--- config.mk ---
export PLATFORM = sky130hd
export DESIGN_NAME = ksa_shuffle_fsm
export DESIGN_NICKNAME = d
export VERILOG_FILES = /design/src/rtl/ksa_shuffle_fsm.sv
export SDC_FILE = /design/constraint.sdc
export NUM_CORES = 1
export LEC_CHECK = 0
export ABC_CLOCK_PERIOD_IN_PS = 3260
export BUFFER_PORTS_ARGS = -buffer_cell sky130_fd_sc_hd__buf_2
export CAP_MARGIN = 0
export CORE_MARGIN = 2
export CORE_UTILIZATION = 35
export CTS_CLUSTER_SIZE = 16
export DETAILED_ROUTE_END_ITERATION = 8
export HOLD_SLACK_MARGIN = 0.12
export SYNTH_ARGS = -nofsm -noshare
export SYNTH_HDL_FRONTEND = slang
export SYNTH_SLANG_ARGS = --single-unit
--- constraint.sdc ---
create_clock -name clock -period 3.26 [get_ports clock]
set_clock_uncertainty 0.1 [all_clocks]
set_input_delay 0.815 -clock clock [delete_from_list [all_inputs] [get_ports clock]]
set_output_delay 0.815 -clock clock [all_outputs]
set_load 0.01 [all_outputs]
--- src/rtl/ksa_shuffle_fsm.sv ---
// RC4 key-scheduling shuffle over a 256x8 S-memory behind a synchronous single-port RAM.
// Each iteration reads s[i] and s[j], then swaps them with two back-to-back writes.
module ksa_shuffle_fsm #(
    parameter int KEY_BYTES = 3
) (
    input  logic                   clock,
    input  logic                   reset,
    input  logic                   start,
    input  logic [8*KEY_BYTES-1:0] secret_key,
    input  logic [7:0]             q,
    output logic                   finish,
    output logic [7:0]             address,
    output logic [7:0]             data,
    output logic                   wren
);

    localparam int KW = (KEY_BYTES > 1) ? $clog2(KEY_BYTES) : 1;

    typedef enum logic [2:0] {
        IDLE,
        READ_I,
        CAPT_I,
        READ_J,
        CAPT_J,
        WRITE_I,
        WRITE_J,
        DONE
    } state_t;

    state_t        state;
    state_t        next_state;
    logic [7:0]    i;
    logic [7:0]    j;
    logic [7:0]    si;
    logic [7:0]    sj;
    logic [KW-1:0] kidx;
    logic [7:0]    key_byte;

    // key[0] sits in the most significant byte of secret_key
    always_comb begin
        key_byte = '0;
        for (int k = 0; k < KEY_BYTES; k++) begin
            if (kidx == KW'(k)) begin
                key_byte = secret_key[8*(KEY_BYTES-1-k) +: 8];
            end
        end
    end

    always_ff @(posedge clock) begin
        if (reset) begin
            state <= IDLE;
            i     <= '0;
            j     <= '0;
            si    <= '0;
            sj    <= '0;
            kidx  <= '0;
        end else begin
            state <= next_state;
            case (state)
                IDLE, DONE: begin
                    if (start) begin
                        i    <= '0;
                        j    <= '0;
                        kidx <= '0;
                    end
                end
                CAPT_I: begin
                    si <= q;
                    j  <= j + q + key_byte;
                end
                CAPT_J: begin
                    sj <= q;
                end
                WRITE_J: begin
                    i    <= i + 8'd1;
                    kidx <= (kidx == KW'(KEY_BYTES - 1)) ? '0 : kidx + KW'(1);
                end
                default: ;
            endcase
        end
    end

    // start is only honoured from IDLE or DONE; a pulse mid-run is ignored
    always_comb begin
        next_state = state;
        case (state)
            IDLE:    if (start) next_state = READ_I;
            READ_I:  next_state = CAPT_I;
            CAPT_I:  next_state = READ_J;
            READ_J:  next_state = CAPT_J;
            CAPT_J:  next_state = WRITE_I;
            WRITE_I: next_state = WRITE_J;
            WRITE_J: next_state = (i == 8'hFF) ? DONE : READ_I;
            DONE:    if (start) next_state = READ_I;
            default: next_state = IDLE;
        endcase
    end

    always_comb begin
        address = '0;
        data    = '0;
        wren    = 1'b0;
        finish  = 1'b0;
        case (state)
            READ_I, CAPT_I: address = i;
            READ_J, CAPT_J: address = j;
            WRITE_I: begin
                address = i;
                data    = sj;
                wren    = 1'b1;
            end
            WRITE_J: begin
                address = j;
                data    = si;
                wren    = 1'b1;
            end
            DONE:    finish = 1'b1;
            default: ;
        endcase
    end

endmodule

# Word level (Yosys, flattened, before mapping)
# Index checks and enable logic that the tools add are counted.
[totals]
reg_bits = 37
in_bits = 35
word_cells = 47
[classes]
n_addsub = 4
n_eq_ne = 11
n_mux = 16
reduce_logical = 10
[op_table]
columns = ["cell", "n"]
rows = [
  ["8-bit case mux with 2 select lines", 4],
  ["8-bit 2-to-1 mux", 4],
  ["3-bit case mux with 7 select lines", 1],
  ["8-bit adder", 2],
  ["3-bit equality test (second input constant)", 4],
  ["8-bit by 1-bit adder with 8-bit output (second input constant)", 1],
  ["8-bit equality test (second input constant)", 1],
  ["3-bit by 2-bit equality test with 1-bit output (second input constant)", 2],
  ["3-bit 2-to-1 mux", 2],
  ["3-bit OR reduction", 2],
  ["2-bit 2-to-1 mux", 2],
  ["2-bit case mux with 2 select lines", 1],
  ["2-bit AND reduction", 2],
  ["2-bit nonzero test", 2],
  ["2-bit OR reduction", 2],
  ["3-bit by 1-bit equality test with 1-bit output (second input constant)", 1],
  ["3-bit logical NOT", 1],
  ["2-bit by 1-bit adder with 2-bit output (second input constant)", 1],
  ["2-bit by 1-bit equality test with 1-bit output (second input constant)", 1],
  ["2-bit equality test (second input constant)", 1],
  ["2-bit logical NOT", 1],
  ["1-bit 2-to-1 mux", 2],
  ["2-bit by 1-bit != test with 1-bit output (second input constant)", 1],
]

# Longest topological paths before layout
# Gate-level depths: netlist of run 1.
[logic_depth]
word_depth = 6
ltp_mapped = 13

# Worst setup path before layout of run 1
# Ideal clock, no wire load.
[synth_timing]
kind = "register -> register"
startpoint = "reg kidx[1]"
endpoint = "reg j[7]"
setup_ns = 0.062
t_arrival_ns = 2.786
path_slack_ns = 0.311
path_stages_with_launch = 13
synth_period_minus_slack_ns = 2.949
cell_sequence = "dfxtp_1 buf_1 mux2i_1 o21ai_1 fa_1 ha_1 inv_1 fa_1 nor2b_1 o31ai_1 a21oi_1 or4_1 nand3_1"
[synth_via]
elab_chain_cells = 6
[synth_rtl]
columns = ["item", "line_no", "source"]
rows = [
  ["from (decl)", "36", "logic [KW-1:0] kidx;"],
  ["from (signal assigned)", "76", "kidx <= (kidx == KW'(KEY_BYTES - 1)) ? '0 : kidx + KW'(1);"],
  ["2-bit logical NOT", "43", "if (kidx == KW'(k)) begin"],
  ["8-bit 2-to-1 mux (2 in series)", "43", ""],
  ["8-bit 2-to-1 mux *", "43", ""],
  ["8-bit adder *", "69", "j <= j + q + key_byte;"],
  ["8-bit case mux with 2 select lines *", "59", "case (state)"],
  ["to (signal assigned)", "69", ""],
  ["to (decl)", "33", "logic [7:0] j;"],
]
# Mark *: on every way between the ends. The rest lies on a longest branch, timed or not.
# A chain may end at the register's enable or synchronous reset.

# Worst setup path after layout of run 1
# Same ends and word-level chain as after synthesis.

==> results.toml, run 1 <==
[floorplanning]
die_x_microns = 85.24
rows = 29
dieArea_sq_mm = 0.007265
start_util = 0.3637
core-area_sq_mm = 0.006350
die_h_microns = 85.24
ios = 53

[cts]
post_cts_buffers = 0
cts_hold_buf = 0
cts_buffers = 5
path_clk_slew_ns = 0.08
max-clock-path-buffers = 2
clk_latency_ns = 0.29
clk_root_buffer_cell = "clkbuf_8"
cts_tree = "yes"
clkSinkCount = 37
cts_resized = 0
htree_levels = 2

[timing]
relSlewSlack = 0.5138
final-hold-violation-count = 0
rsz0062_at_grt = "no"
holdWs_ns = 0.3602
finalSetupViolCount = 0
tightest_slew_ns = 0.7293
finalCritPeriodShare = 0.9216
final.setup.tns_ns = 0
final-max-slew-violation-count = 0
fin_ws_ns = 0.2556
min_period_ns = 3.004
fmax_mhz = 332.8

[critical_path]
path_cells = "buf_4 -> mux2i_1 -> o21ai_1 -> fa_1 -> ha_1 -> inv_1 -> fa_1 -> nor2b_1 -> o31ai_1 -> a21oi_1 -> or4_1 -> nand3_1"
critPathCapture = "j[7]$_SDFFE_PP0P_"
critPathLaunch = "kidx[1]$_SDFFE_PP0P_"
reg2reg_from = "kidx[1]$_SDFFE_PP0P_"
cpMostUsedCell = "fa_1"
slowest_delay_ns = 0.47
cp-end-kind = "flip-flop"
rr_endpoint = "j[7]$_SDFFE_PP0P_"
cp-start-kind = "flip-flop"
cp.required_ns = 3.40
rr_worst_depth = 12
path_class = "flip-flop to flip-flop"
reg2reg_slack_ns = 0.26
arrival_ns = 3.14
slowest_stage = "dfxtp_1"
cp_max_fo = 7

[drt]
drc = 0
wire_per_inst_microns = 14.19
vias_per_cell = 5.112
ant_nets = 0
drt-total-wl_microns = 5804
drtIter0Drc = 126
first_pass_iters = 4
vias = 2091

[grt]
grt_max_degree = 40
antenna_found_initial = 0
grt_usage = 0.1665
grt_pass1_wl_microns = 9577
grt_overflow_total = 0
grt_pass1_vias = 1975

[logic_synthesis]
synthMuxAreaShare = 0.07421
yosysMostFrequentCell = "nor2_1"
yosys-top-cells-area = "dfxtp_1 (32%), fa_1 (6.9%), mux2i_1 (6.9%)"
synth_top_family_by_area = "simple AND/OR/NAND/NOR gates"
postSynthAreaPerCell_sq_um = 8.104
syn_nets = 335
yosysUniqueCellTypes = 47
synth_commonest_cells = "nor2_1 (38), dfxtp_1 (37), nand2_1 (35)"
async_flop_share = 0
synthCells = 285
synth-xor-area-share = 0.02275
synth_edf_count = 0
synth-compound-area-share = 0.1972
synth_top_flop_cell = "dfxtp_1"
post-synth-top-area-cell = "dfxtp_1"
yosysWarnings = 0
ys_seq_elements = 37
synthAdderAreaFrac = 0.1073
ys_seq_area_frac = 0.3207
synth.cell_area_sq_mm = 0.002310
synthSimpleGateAreaFrac = 0.2254
synth_top_area_frac = 0.3207

[finish]
num-fill-cells = 650
seqCellArea_sq_um = 740.7
drive_above_1_share = 0.2108
final_area_sq_mm = 0.002739
multiInputGateArea_sq_mm = 0.001448
finalNetCount = 381
area_delta_synth_final_pct = 18.58
n_antenna_cell = 0

[status]
outcome = "finished clean"

[placed_design]
gp_congestion = 0.7943
io_buffers = 52
pre_cts_ws_ns = 0.09239
dp_hpwl_microns = 4259
place_area_sq_mm = 0.002628

[job]
cap_viol_max_count = 0

[power]
p_leak_uw = 0.001114
vdd_drop_max_mv = 0.2581
pwr_density_cell_mw_per_mm2 = 410.8
finalPower_uw = 1125

[min_path]
hp-class = "flip-flop to flip-flop"
==> per-stage QoR <==
step,std cells,utilization
finish,409,0.4313
global route,409,0.4313
CTS,409,0.4313
detailed placement,401,0.4138
global placement,401,0.4138
floorplan,285,-
==> cells by family after synthesis <==
family                     after synthesis
and+or+nand+nor                        111
DFF                                     37
adders and majority gates               15
xor gates and xnor gates                 6
AOI/OAI and AO/OA                       71
muxes                                   17
buffers and inverters                   28
==> cells in the final DEF, fill, tap and decap left out, types with 3 or more instances in the layout <==
cell	Yosys	final
a21oi_1	25	25
a22o_1	7	7
a22oi_1	11	11
and3_1	5	5
buf_2	10	52
buf_4	1	7
clkbuf_8	0	5
dfxtp_1	37	37
fa_1	8	8
ha_1	7	7
inv_1	7	7
mux2i_1	16	16
nand2_1	35	35
nand2b_1	3	3
nand3_1	6	6
nand3b_1	4	4
nor2_1	38	38
nor2b_1	5	5
nor3_1	3	3
o21ai_1	12	12
xnor2_1	4	4
==> critical path: cells and delay by family, from the launching register on <==
| kind | cells | cell delay, ns |
|---|---|---|
| and+or+nand+nor | 3 | 0.55 |
| buffers and inverters | 2 | 0.29 |
| DFF | 1 | 0.47 |
| muxes | 1 | 0.20 |
| adders and majority gates | 3 | 0.85 |
| AOI/OAI and AO/OA | 3 | 0.49 |
==> report_power, final <==
part	internal [uW]	leakage (uW)	switching, uW	total [uW]
clock network	230	0.0000554	174	404
registers	468	0.000299	19.5	488
logic	100	0.000760	134	234
==> cell type report <==
type / instances / area share
clock buffer: 6 / 0.02650
clock inverter: 2 / 0.01416
inverter: 8 / 0.01096
multi-input combinational: 220 / 0.5286
sequential: 37 / 0.2704
tap: 77 / 0.03518
timing repair buffer: 59 / 0.1142
==> per-layer routing <==
metal  track usage  vias to the layer above  share of wire
met5             0                        -              0
met2        0.2514                       39           0.45
met4       0.05483                        0          0.010
met1        0.2415                      968           0.50
met3       0.02821                        4          0.040
li1              -                     1080              -
==> flip-flops by register name, summed over array words and instances, names as in the netlist <==
register and count:
i 8, si 8, j 8, state 3, kidx 2, sj 8
==> worst min-delay path by stage <==
stage                            start            endpoint  slack [ns]  cells after the start
global route        si[4]$_SDFFE_PP0P_  si[4]$_SDFFE_PP0P_        0.37                      2
floorplan           si[0]$_SDFFE_PP0P_  si[0]$_SDFFE_PP0P_        0.34                      2
CTS                 si[4]$_SDFFE_PP0P_  si[4]$_SDFFE_PP0P_        0.36                      2
global placement    si[4]$_SDFFE_PP0P_  si[4]$_SDFFE_PP0P_        0.34                      2
detailed placement  si[4]$_SDFFE_PP0P_  si[4]$_SDFFE_PP0P_        0.35                      2
finish              si[3]$_SDFFE_PP0P_  si[3]$_SDFFE_PP0P_        0.36                      2
Power figures use the tool's default switching activity.
==> run 2: changes to the inputs <==
--- a/config.mk
+++ b/config.mk
@@ -14,3 +14,4 @@
 export DETAILED_ROUTE_END_ITERATION = 8
-export HOLD_SLACK_MARGIN = 0.12
+export HOLD_SLACK_MARGIN = 0.05
+export RECOVER_POWER = 50
 export SYNTH_ARGS = -nofsm -noshare
==> constraint.sdc (replaced) <==
create_clock -name clock -period 3.26 [get_ports clock]
set_clock_uncertainty 0.1 [all_clocks]
set_input_delay 0.326 -clock clock [delete_from_list [all_inputs] [get_ports clock]]
set_output_delay 0.326 -clock clock [all_outputs]
set_load 0.01 [all_outputs]
==> run 2 against run 1 <==
Critical path depth did not move. Wire length fell by 0.50%. First-iteration DRC count is 4.0% lower. Largest cell class unchanged. Sequential power barely moved.
==> results.toml, run 2 (synthesis gave the netlist of run 1 again) <==
[cts]
clkSinkCount = 37
path_clk_slew_ns = 0.07
max-clock-path-buffers = 2
cts_tree = "yes"
clk_root_buffer_cell = "clkbuf_8"
cts_hold_buf = 0
htree_levels = 2
cts_resized = 0
post_cts_buffers = 0
cts_buffers = 5
clk_latency_ns = 0.29

[floorplanning]
die_x_microns = 85.24
rows = 29
core-area_sq_mm = 0.006350
die_h_microns = 85.24
start_util = 0.3637
dieArea_sq_mm = 0.007265
ios = 53

[critical_path]
path_class = "flip-flop to flip-flop"
cp.required_ns = 3.40
cp-start-kind = "flip-flop"
cp-end-kind = "flip-flop"
cp_max_fo = 7
arrival_ns = 3.14

[min_path]
hp-class = "primary input to flip-flop"

[power]
vdd_drop_max_mv = 0.2144
pwr_density_cell_mw_per_mm2 = 383.3
p_leak_uw = 0.001082

[placed_design]
dp_cells = 399
gp_congestion = 0.8496
dp_hpwl_microns = 4303
pre_cts_ws_ns = 0.2844
io_buffers = 52

[drt]
ant_nets = 0
drt-total-wl_microns = 5775
wire_per_inst_microns = 14.19
drtIter0Drc = 121
vias_per_cell = 5.226
vias = 2127
first_pass_iters = 4
drc = 0

[timing]
final-max-slew-violation-count = 0
relSlewSlack = 0.4014
final-hold-violation-count = 0
fmax_mhz = 333.1
min_period_ns = 3.002
final.setup.tns_ns = 0
finalSetupViolCount = 0
tightest_slew_ns = 0.8947
finalCritPeriodShare = 0.9210
rsz0062_at_grt = "no"
fin_ws_ns = 0.2576
holdWs_ns = 0.2022

[finish]
final_cell_mix = "buf_2 (50), nor2_1 (39), dfxtp_1 (37)"
fin_cells = 407
mostFrequentLayoutCell = "buf_2"
area_delta_synth_final_pct = 16.79
finalNetCount = 379
num-fill-cells = 657
final_util = 0.4248
drive_above_1_share = 0.1939
n_antenna_cell = 0

[grt]
grt_max_degree = 40
grt_overflow_total = 0
antenna_found_initial = 0
grt_usage = 0.1659
grt_pass1_wl_microns = 9446
grt_pass1_vias = 1972

[status]
outcome = "finished clean"

[job]
cap_viol_max_count = 0
[run 2: changes by cell type in the layout (fill, tap and decap cells not counted), sizes merged]
cell and change:
clkbuf +2, clkinv +1, bufinv -1, buf -5, clkinvlp +1
[run 2: stage by stage]
stage | total power [uW] | cell area, sq um
floorplan | 660.3 | 2310
global placement | 726.1 | 2625
detailed placement | 729.9 | 2625
CTS | 1055 | 2711
global route | 1108 | 2698
finish | 1034 | 2698
[run 2: path summary, 6_finish.rpt]
check | from | to | slack (ns) | cells past startpoint
worst max-delay path | kidx[1]$_SDFFE_PP0P_ | j[7]$_SDFFE_PP0P_ | 0.26 | 12
worst min-delay path | q[6] | si[6]$_SDFFE_PP0P_ | 0.20 | 3
worst min register to register | si[5]$_SDFFE_PP0P_ | si[5]$_SDFFE_PP0P_ | 0.36 | 2
worst max register to register | kidx[1]$_SDFFE_PP0P_ | j[7]$_SDFFE_PP0P_ | 0.26 | 12
[run 2: power breakdown]
| group | internal [uW] | switching (uW) | total, uW |
|---|---|---|---|
| clock network | 147 | 170 | 318 |
| registers | 468 | 21.7 | 490 |
| logic | 96.6 | 130 | 226 |
[run 2: metal layers]
metal,vias up,GRT usage,part of all wire
met5,-,0,0
met4,0,0.06349,0.015
met3,7,0.03307,0.044
met2,44,0.2649,0.47
met1,999,0.2213,0.47
li1,1077,-,-
[run 2: critical path, stage by stage (launching register included)]
cell and delay [ns]:
dfxtp_1 0.52, buf_12 0.17, mux2i_1 0.18, o21ai_1 0.09
fa_1 0.44, ha_1 0.22, inv_1 0.07, fa_1 0.20
nor2b_1 0.07, o31ai_1 0.29, a21oi_1 0.13, or4_1 0.40
nand3_1 0.07
[run 2: final cells by class]
cell class / instances / area, sq um / share of cell area
clock inverter: 3 / 17.52 / 0.006493
clock buffer: 5 / 68.82 / 0.02551
timing repair buffer: 57 / 304.0 / 0.1127
multi-input combinational: 220 / 1440 / 0.5339
sequential: 37 / 740.7 / 0.2746
tap: 77 / 96.34 / 0.03571
inverter: 8 / 30.03 / 0.01113
==> run 3: changes to the inputs <==
- RECOVER_POWER: 50 -> 25
==> run 3 against run 2 <==
Sequential power is essentially flat. Clock-buffer cell count is the same. Non-clock buffer count is the same. Worst setup slack gained 0.0020 ns. Critical endpoint unchanged.
==> results.toml, run 3 (synthesis gave the netlist of run 1 again) <==
[timing]
min_period_ns = 3.000
final-hold-violation-count = 0
holdWs_ns = 0.2023
tightest_slew_ns = 0.8904
rsz0062_at_grt = "no"
relSlewSlack = 0.4042
final.setup.tns_ns = 0
final-max-slew-violation-count = 0
fmax_mhz = 333.3
finalSetupViolCount = 0
fin_ws_ns = 0.2596
finalCritPeriodShare = 0.9204

[cts]
cts_hold_buf = 0
clkSinkCount = 37
htree_levels = 2
cts_resized = 0
cts_buffers = 5
max-clock-path-buffers = 2
path_clk_slew_ns = 0.07
clk_root_buffer_cell = "clkbuf_8"
post_cts_buffers = 0
cts_tree = "yes"
clk_latency_ns = 0.29

[placed_design]
place_area_sq_mm = 0.002625
gp_congestion = 0.8496
pre_cts_ws_ns = 0.2844
dp_hpwl_microns = 4303
io_buffers = 52
dp_cells = 399

[drt]
vias_per_cell = 5.233
ant_nets = 0
drc = 0
first_pass_iters = 4
wire_per_inst_microns = 14.13
drt-total-wl_microns = 5752
drtIter0Drc = 108
vias = 2130

[power]
vdd_drop_max_mv = 0.2143
pwr_density_cell_mw_per_mm2 = 383.0
p_leak_uw = 0.001091

[floorplanning]
ios = 53
dieArea_sq_mm = 0.007265
die_h_microns = 85.24
rows = 29
die_x_microns = 85.24
start_util = 0.3637
core-area_sq_mm = 0.006350

[grt]
antenna_found_initial = 0
grt_pass1_vias = 1972
grt_usage = 0.1659
grt_max_degree = 40
grt_overflow_total = 0
grt_pass1_wl_microns = 9446

[critical_path]
cp-start-kind = "flip-flop"
cp_max_fo = 7
arrival_ns = 3.14
path_cells = "buf_12 -> mux2i_1 -> o21ai_1 -> fa_1 -> ha_1 -> inv_1 -> fa_1 -> nor2b_1 -> o31ai_1 -> a21oi_1 -> or4_1 -> nand3_1"
cp.required_ns = 3.40
slowest_stage = "dfxtp_1"
cp-end-kind = "flip-flop"
cpMostUsedCell = "fa_1"
slowest_delay_ns = 0.52
path_class = "flip-flop to flip-flop"

[finish]
finalNetCount = 379
final_area_sq_mm = 0.002700
n_antenna_cell = 0
drive_above_1_share = 0.2000
final_cell_mix = "buf_2 (52), nor2_1 (39), dfxtp_1 (37)"
area_delta_synth_final_pct = 16.90
fin_cells = 407
mostFrequentLayoutCell = "buf_2"
num-fill-cells = 658

[status]
outcome = "finished clean"

[min_path]
hp-class = "primary input to flip-flop"

[job]
cap_viol_max_count = 0
-- run 3: cell count changes in the layout (fill, tap and decap cells not counted), sizes merged --
cell	previous run	this run
clkbuf	8	6
buf	54	56
-- run 3: per-stage QoR --
stage | total power (uW) | util
final | 1034 | 0.4252
after global placement | 726.1 | 0.4134
after detailed placement | 729.9 | 0.4134
after CTS | 1055 | 0.4270
after global routing | 1108 | 0.4252
after floorplan | 660.3 | -
-- run 3: final timing paths --
path | startpoint | slack [ns] | depth (start not counted) | end
min | q[6] | 0.20 | 3 | si[6]$_SDFFE_PP0P_
max | kidx[1]$_SDFFE_PP0P_ | 0.26 | 12 | j[7]$_SDFFE_PP0P_
max reg2reg | kidx[1]$_SDFFE_PP0P_ | 0.26 | 12 | j[7]$_SDFFE_PP0P_
min reg2reg | si[5]$_SDFFE_PP0P_ | 0.36 | 2 | si[5]$_SDFFE_PP0P_
-- run 3: layout make-up --
cell class / count / area (sq um) / area share
clock inverter: 3 / 17.52 / 0.006487
multi-input combinational: 220 / 1440 / 0.5334
timing repair buffer: 57 / 306.5 / 0.1135
inverter: 8 / 30.03 / 0.01112
sequential: 37 / 740.7 / 0.2743
tap: 77 / 96.34 / 0.03568
clock buffer: 5 / 68.82 / 0.02549
-- run 3: critical path: cells and delay by family (launching register included) --
family,cells,cell delay [ns]
adders and majority gates,3,0.86
and+or+nand+nor,3,0.54
DFF,1,0.52
AOI/OAI and AO/OA,3,0.51
buffers and inverters,2,0.24
muxes,1,0.18
-- run 3: power by group --
group          total [uW]  switching, uW  internal, uW
registers             490           21.8           468
clock network         317            170           147
logic                 227            130          97.0
total                1030            321           713
-- run 3: per-layer routing --
layer	up-vias	share of wire	global-route usage
met1	993	0.46	0.2213
li1	1080	-	-
met4	0	0.015	0.06349
met3	7	0.050	0.03307
met5	-	0	0
met2	50	0.48	0.2649
